==> src/rtl/sdram_cfg_master.sv <==
// Wishbone master that replays a fixed ten-write CSR bring-up sequence into the
// SDRAM controller on each go pulse, with a per-write ack timeout.
module sdram_cfg_master #(
  parameter int unsigned AW         = 16,
  parameter int unsigned TIMEOUT    = 255,
  parameter logic [31:0] OPMODE_VAL = 32'h0000_0230,
  parameter logic [31:0] CONFIG_VAL = 32'h0,
  parameter logic [31:0] TDLY_VAL   = 32'd10000,
  parameter logic [31:0] TRCD_VAL   = 32'd2,
  parameter logic [31:0] TRFC_VAL   = 32'd7,
  parameter logic [31:0] TREF_VAL   = 32'd782,
  parameter logic [31:0] TRP_VAL    = 32'd2,
  parameter logic [31:0] TWRP_VAL   = 32'd2,
  parameter logic [31:0] TMRD_VAL   = 32'd2
) (
  input  logic          clk,
  input  logic          reset,
  input  logic          go,
  output logic [AW-1:0] wbm_address,
  output logic [31:0]   wbm_writedata,
  output logic          wbm_strobe,
  output logic          wbm_cycle,
  output logic          wbm_write,
  input  logic          wbm_ack,
  output logic          busy,
  output logic          done,
  output logic          err,
  output logic [3:0]    err_idx
);

  typedef enum logic [2:0] {
    S_IDLE,
    S_REQ,
    S_GAP,
    S_DONE,
    S_ERR
  } state_t;

  localparam logic [3:0] LAST_IDX = 4'd9;
  localparam logic [7:0] TMO_LAST = 8'(TIMEOUT - 1);

  state_t     state_q;
  logic [3:0] idx_q;
  logic [7:0] tmo_q;

  function automatic logic [AW-1:0] addr_of(input logic [3:0] i);
    logic [7:0] a;
    case (i)
      4'd0:    a = 8'h04;
      4'd1:    a = 8'h08;
      4'd2:    a = 8'h0c;
      4'd3:    a = 8'h10;
      4'd4:    a = 8'h14;
      4'd5:    a = 8'h18;
      4'd6:    a = 8'h1c;
      4'd7:    a = 8'h20;
      4'd8:    a = 8'h24;
      default: a = 8'h00;
    endcase
    return AW'(a);
  endfunction

  function automatic logic [31:0] data_of(input logic [3:0] i);
    logic [31:0] d;
    case (i)
      4'd0:    d = OPMODE_VAL;
      4'd1:    d = CONFIG_VAL;
      4'd2:    d = TDLY_VAL;
      4'd3:    d = TRCD_VAL;
      4'd4:    d = TRFC_VAL;
      4'd5:    d = TREF_VAL;
      4'd6:    d = TRP_VAL;
      4'd7:    d = TWRP_VAL;
      4'd8:    d = TMRD_VAL;
      4'd9:    d = 32'h1;
      default: d = '0;
    endcase
    return d;
  endfunction

  // Address/data are loaded only when entering REQ, so they hold through GAP.
  always_ff @(posedge clk or posedge reset) begin
    if (reset) begin
      state_q       <= S_IDLE;
      idx_q         <= '0;
      tmo_q         <= '0;
      wbm_address   <= '0;
      wbm_writedata <= '0;
      wbm_strobe    <= 1'b0;
      wbm_cycle     <= 1'b0;
      wbm_write     <= 1'b0;
      busy          <= 1'b0;
      done          <= 1'b0;
      err           <= 1'b0;
      err_idx       <= '0;
    end else begin
      case (state_q)
        S_IDLE, S_DONE, S_ERR: begin
          if (go) begin
            state_q       <= S_REQ;
            idx_q         <= '0;
            tmo_q         <= '0;
            done          <= 1'b0;
            err           <= 1'b0;
            err_idx       <= '0;
            busy          <= 1'b1;
            wbm_strobe    <= 1'b1;
            wbm_cycle     <= 1'b1;
            wbm_write     <= 1'b1;
            wbm_address   <= addr_of(4'd0);
            wbm_writedata <= data_of(4'd0);
          end
        end
        S_REQ: begin
          if (wbm_ack) begin
            state_q    <= S_GAP;
            wbm_strobe <= 1'b0;
            wbm_cycle  <= 1'b0;
            wbm_write  <= 1'b0;
          end else if (tmo_q == TMO_LAST) begin
            state_q    <= S_ERR;
            err        <= 1'b1;
            err_idx    <= idx_q;
            busy       <= 1'b0;
            wbm_strobe <= 1'b0;
            wbm_cycle  <= 1'b0;
            wbm_write  <= 1'b0;
          end else begin
            tmo_q <= tmo_q + 8'd1;
          end
        end
        S_GAP: begin
          if (idx_q == LAST_IDX) begin
            state_q <= S_DONE;
            done    <= 1'b1;
            busy    <= 1'b0;
          end else begin
            state_q       <= S_REQ;
            idx_q         <= idx_q + 4'd1;
            tmo_q         <= '0;
            wbm_strobe    <= 1'b1;
            wbm_cycle     <= 1'b1;
            wbm_write     <= 1'b1;
            wbm_address   <= addr_of(idx_q + 4'd1);
            wbm_writedata <= data_of(idx_q + 4'd1);
          end
        end
        default: state_q <= S_IDLE;
      endcase
    end
  end

endmodule

==> config.mk <==
export PLATFORM = sky130hd
export DESIGN_NAME = sdram_cfg_master
export DESIGN_NICKNAME = d
export VERILOG_FILES = /design/src/rtl/sdram_cfg_master.sv
export SDC_FILE = /design/constraint.sdc
export NUM_CORES = 1
export LEC_CHECK = 0
export BUFFER_PORTS_ARGS = -buffer_cell sky130_fd_sc_hd__buf_4
export CORE_ASPECT_RATIO = 1.2
export CORE_MARGIN = 2
export CORE_UTILIZATION = 48
export CTS_CLUSTER_SIZE = 28
export DETAILED_ROUTE_END_ITERATION = 8
export PLACE_DENSITY = 0.76
export SLEW_MARGIN = 30
export SYNTH_ARGS = -nofsm -noshare
export SYNTH_HDL_FRONTEND = slang
export SYNTH_SLANG_ARGS = --single-unit
==> constraint.sdc <==
create_clock -name clk -period 1.65 [get_ports clk]
set_clock_uncertainty 0.1 [all_clocks]
set_input_delay 0.2475 -clock clk [delete_from_list [all_inputs] [get_ports clk]]
set_output_delay 0.2475 -clock clk [all_outputs]
set_load 0.005 [all_outputs]
# Word-level counts from Yosys, hierarchy flattened

Memories as Yosys holds them, arrays and structs flattened.
Index checks and enable logic that the tools add are counted.

Bitwise gates (word level): 0
Equality and inequality tests: 13
Order comparisons: 0
Multipliers: 0
Shift-type cells: 0
Reduce and logical (&&, ||, !) cells: 12
Div/mod/pow operators: 0
Add/subtract/negate cells: 2
Mux-type cells: 36

Operator list:

| cell                                           | count |
|---|---|
| 2-to-1 mux 32 bit                              | 2 |
| one-hot mux 32 bit (2 select lines)            | 1 |
| 2-to-1 mux 16 bit                              | 2 |
| 2-to-1 mux 8 bit                               | 4 |
| one-hot mux 16 bit (2 select lines)            | 1 |
| one-hot mux 8 bit (3 select lines)             | 1 |
| 2-to-1 mux 4 bit                               | 4 |
| one-hot mux 4 bit (2 select lines)             | 2 |
| inequality test 2 bit (second input constant)  | 6 |
| 2-to-1 mux 1 bit                               | 10 |
| AND reduction 5 bit                            | 2 |
| 2-to-1 mux 3 bit                               | 3 |
| one-hot mux 3 bit (3 select lines)             | 1 |
| adder 8 x 1 -> 8 bit (second input constant)   | 1 |
| == test 8 bit (second input constant)          | 1 |
| AND reduction 4 bit                            | 2 |
| == test 3 x 2 -> 1 bit (second input constant) | 2 |
| one-hot mux 1 bit (3 select lines)             | 2 |
| AND reduction 3 bit                            | 2 |
| adder 4 x 1 -> 4 bit (second input constant)   | 1 |
| == test 4 bit (second input constant)          | 1 |
| one-hot mux 1 bit (2 select lines)             | 2 |
| nonzero test 2 bit                             | 2 |
| == test 3 x 1 -> 1 bit (second input constant) | 1 |
| other kinds (7)                                | 7 |

Memories kept: 2
ROM bits: 224
Logic and storage cells: 75
Bits in writable memories: 0
Output and inout bits: 58
Bits in registers: 71
Bits in latches: 0

Memory list:

| name            | words | bits a word | rd ports | clocked after memory_dff | wr ports | line | source |
|---|---|---|---|---|---|---|---|
| (no name shown) | 16    | 10          | 1        | 0                        | 0        | 65   | `case (i)` |
| (no name shown) | 16    | 4           | 1        | 0                        | 0        | 48   | `case (i)` |

# Longest topological paths before layout

Depth after elaboration: 4
Depth in mapped cells: 7
Depth with buffers taken out: 6

# Least setup slack after synthesis

OpenSTA, ideal clock, no wires.

Path type: register to register
From: register idx_q[1]
To: register idx_q[3]
Stages on the path, launching flop included: 7
Data arrival time: 1594 ps
Library setup time: 125 ps
Buffers on the path: 1
Slack: -169 ps
Data required time: 1425 ps
Path through: dfrtp_1 inv_1 ha_1 and3b_1 a22oi_2 buf_6 mux2_4

Word-level cells in the longest chain between the ends: 3

Ends and longest elaborated chain:

| element                                                                   | line     | source |
|---|---|---|
| start: declaration                                                        | 43       | `logic [3:0] idx_q;` |
| start signal: assignment                                                  | 139      | `idx_q <= idx_q + 4'd1;` |
| adder 4 x 1 -> 4 bit or == test 4 bit (tied branches)                     | 139, 133 |  |
| 2-to-1 mux 4 bit or inequality test 2 bit (tied branches)                 | -        |  |
| one-hot mux 4 bit (2 select lines) or AND reduction 3 bit (tied branches) | -        |  |

Several ways; a longest one is shown, not always the timed one. The select of a mux whose other input is x is not followed.
A chain may end at the register's enable or synchronous reset.

# Final worst setup path

From: register idx_q[0]
To: register wbm_writedata[0]

Word-level cells in the longest chain between the ends: 4

Ends and longest elaborated chain:

| element                             | line | source |
|---|---|---|
| adder 4 x 1 -> 4 bit                | 145  | `wbm_writedata <= data_of(idx_q + 4'd1);` |
| memory read (16 x 10 bit)           | -    |  |
| 2-to-1 mux 32 bit                   | 133  | `if (idx_q == LAST_IDX) begin` |
| one-hot mux 32 bit (2 select lines) | 97   | `case (state_q)` |
| end signal: assignment              | 111  | `wbm_writedata <= data_of(4'd0);` |
| end signal: assignment              | 145  |  |
| end: declaration                    | 20   | `output logic [31:0] wbm_writedata,` |

Several ways; a longest one is shown, not always the timed one. The select of a mux whose other input is x is not followed.

==> impl_metrics.csv <==
group,metric,value,unit
timing,rsz0062_at_grt,"yes",
cts,cts-root-buf,"clkbuf_8",
cells_and_area,nNetsFinal,335,
setup_path,crit_fanout,4,
die,die_w,68.2,µm
global_route,grt_first_pass_wirelength,8.38,mm
timing,fmax,565,MHz
die,pin_count,62,
global_route,grt_use_met3,0.0402,
die,start_util,0.491,
synth,ys_warn_count,0,
setup_path,r2r_cells,5,
synth,synth.cell_area,2380,µm²
timing,post-route-period-util,1.07,
cells_and_area,layout-drive-gt1-share,0.413,
routing,ant_nets,0,
routing,vias_per_cell,5.30,
timing,hold_slack,100,ps
routing,dr.pass1.iters,4,
global_route,grt_use_met1,0.242,
cts,tritoncts,"built",
setup_path,crit_arrival,1850,ps
timing,worst_slack,-120,ps
cells_and_area,diodes,0,
timing,tns,-697,ps
min_path,worstHoldPathType,"in -> reg",
run,maxCapViolCount,0,
die,rows,28,
placed_design,dpl.cell_count,353,
synth,ys.flop_type,"dfrtp_1",
global_route,busiest_layer,"met2",
synth,ys_seq_area_frac,0.379,
placed_design,place.gp.congestion,0.878,
cts,cts_sinks,36,
global_route,overflow,0,
synth,synth_edf_count,0,
routing,drt_wl_total,5.98,mm
outcome,violations,"negative setup slack",
power,power.leakage,0.00157,µW
placed_design,hpwl,3.72,mm
routing,dr.first_iter.drc_count,138,
cts,clock_path_buffers,2,
setup_path,r2r-start,"idx_q[0]$_DFFE_PP0P_",
timing,hold_viol,0,
cts,cts_made_buffers,5,
timing,finalSetupViolCount,11,
cts,cts_max_level,2,
setup_path,cp-start-kind,"register",
routing,wl_per_cell,15.7,µm
setup_path,worstSetupPathType,"reg -> reg",
global_route,grt_max_degree,37,
setup_path,required,1730,ps
placed_design,io_buffers,27,
power,p_per_area,1450,nW/µm²
global_route,globalRouteTotalUtil,0.204,
timing,finalMaxSlewViolations,0,
setup_path,cp-endpoint,"wbm_writedata[0]$_DFFE_PP0P_",
cts,clk_latency,290,ps
die,die_h,81.1,µm
timing,fin_crit,1770,ps
setup_path,r2r_setup_slack,-120,ps
setup_path,crit_path_end_kind,"register",
routing,vias,2026,
synth,synthDistinctLibCells,57,
placed_design,pre_cts_slack,-74.3,ps
die,die_area,5530,µm²
synth,syn_inst,238,
global_route,met2_usage,0.359,
synth,ys_ff_latch,36,
global_route,antenna_found_initial,0,
cells_and_area,fin_cells,382,
cts,clk_transition_reported_paths,70,ps
synth,synth.avg_cell_area,9.98,µm²
power,ir_drop,777,µV
cells_and_area,area_growth,34.5,%
routing,drc,0,
global_route,grt_pass1_vias,1795,
outcome,status,"complete, but fails checks",
setup_path,critical_path.startpoint,"idx_q[0]$_DFFE_PP0P_",
synth,synth_async_sr_flop_share,1.00,
setup_path,r2r-end,"wbm_writedata[0]$_DFFE_PP0P_",
die,core-area,4830,µm²
layer usage:
metal	up-vias	routed length [µm]
li1	942	-
met1	1010	2390
met2	63	3230
met4	0	101
met5	-	0
met3	11	265
logic make-up after synthesis:
kind of cell,count (synthesis),synth area share
other cells,1,0.00158
flops,36,0.379
mux,12,0.0595
simple gates,64,0.153
compound gates,55,0.183
buf+inv,57,0.161
fa+ha+maj,10,0.0527
xor+xnor,3,0.0111
cell usage in the layout (no fill, tap or decap), types with 3 or more instances in the layout:
| cell type | n |
|---|---|
| buf_4 | 76 |
| conb_1 | 34 |
| ha_1 | 5 |
| mux2i_1 | 6 |
| a21boi_0 | 5 |
| ha_4 | 3 |
| clkbuf_8 | 6 |
| dfrtp_2 | 5 |
| a31oi_1 | 10 |
| and3_1 | 4 |
| nand4_1 | 3 |
| nand2b_1 | 3 |
| dfrtp_1 | 31 |
| nand2_1 | 17 |
| nand3_1 | 5 |
| mux2_4 | 5 |
| a21oi_1 | 5 |
| inv_1 | 11 |
| buf_6 | 8 |
| o22a_1 | 9 |
| nor2_1 | 8 |
worst min-delay path by stage:
stage	from	to	slack, ps	depth (start not counted)
finish	wbm_ack	err$_DFFE_PP0P_	100	2
global route	wbm_ack	err$_DFFE_PP0P_	110	2
CTS	wbm_ack	err$_DFFE_PP0P_	70	2
detailed placement	reset	err_idx[3]$_DFFE_PP0P_	290	3
global placement	reset	err_idx[3]$_DFFE_PP0P_	290	3
floorplan	wbm_ack	err$_DFFE_PP0P_	230	1
flip-flops by register name (all words and copies together), names as in the netlist, 3 cells and up:
name	cells
tmo_q	8
state_q	3
err_idx	4
wbm_writedata	9
idx_q	4
wbm_address	4
critical path: stages (launching register included):
cell and delay, ps:
dfrtp_2 460, ha_4 180, and3b_2 240, a22oi_2 230
buf_6 150, mux2_4 290
cell usage after synthesis (all sizes together) (2+ instances only):
cell type / count / area [µm²]
nand2b: 5 / 33.8
a22o: 3 / 26.3
a22oi: 2 / 20.0
ha: 10 / 125
a21oi: 6 / 30.0
mux2i: 7 / 70.1
nor3: 2 / 15.0
inv: 13 / 48.8
a211o: 2 / 17.5
o211ai: 2 / 15.0
buf: 43 / 329
mux2: 5 / 71.3
xor2: 2 / 17.5
dfrtp: 36 / 901
nand4: 3 / 18.8
a21boi: 6 / 45.0
o22a: 9 / 78.8
a31oi: 11 / 83.8
nand4b: 2 / 17.5
o2bb2ai: 2 / 17.5
or2: 2 / 12.5
nor2: 10 / 37.5
o21ai: 3 / 15.0
nand2: 19 / 73.8
and3: 4 / 25.0
nor2b: 2 / 12.5
nor3b: 3 / 38.8
nand3: 6 / 30.0
metrics by stage:
stage	power [µW]	instance area, µm²	utilization
after floorplan	2650	2530	-
after global placement	3360	2760	0.571
after detailed placement	3400	2760	0.571
after CTS	4130	2900	0.601
after global routing	4890	3200	0.661
final	4620	3200	0.661
cell type report:
cell class | instances | area, µm²
fill | 398 | 1640
multi-input combinational | 178 | 1380
inverter | 13 | 52.6
tap | 60 | 75.1
sequential | 36 | 907
clock buffer | 8 | 90.1
timing repair buffer | 87 | 691
power by group:
group	internal (µW)	total, µW	switching [µW]
Clock	341	666	325
Combinational	1410	2680	1270
Sequential	1090	1280	187
Total	2840	4620	1780
timing repair:
| item | 4_1_cts | 5_1_grt |
|---|---|---|
| hold buffers | 1 | 0 |
| pin swaps | 0 | 8 |
| setup endpoints to repair | 18 | 29 |
| setup buffers | 2 | 18 |
| hold endpoints to repair | 36 | 0 |
| resized for setup | 6 | 42 |
No activity file was read; power rests on OpenSTA's default activity.
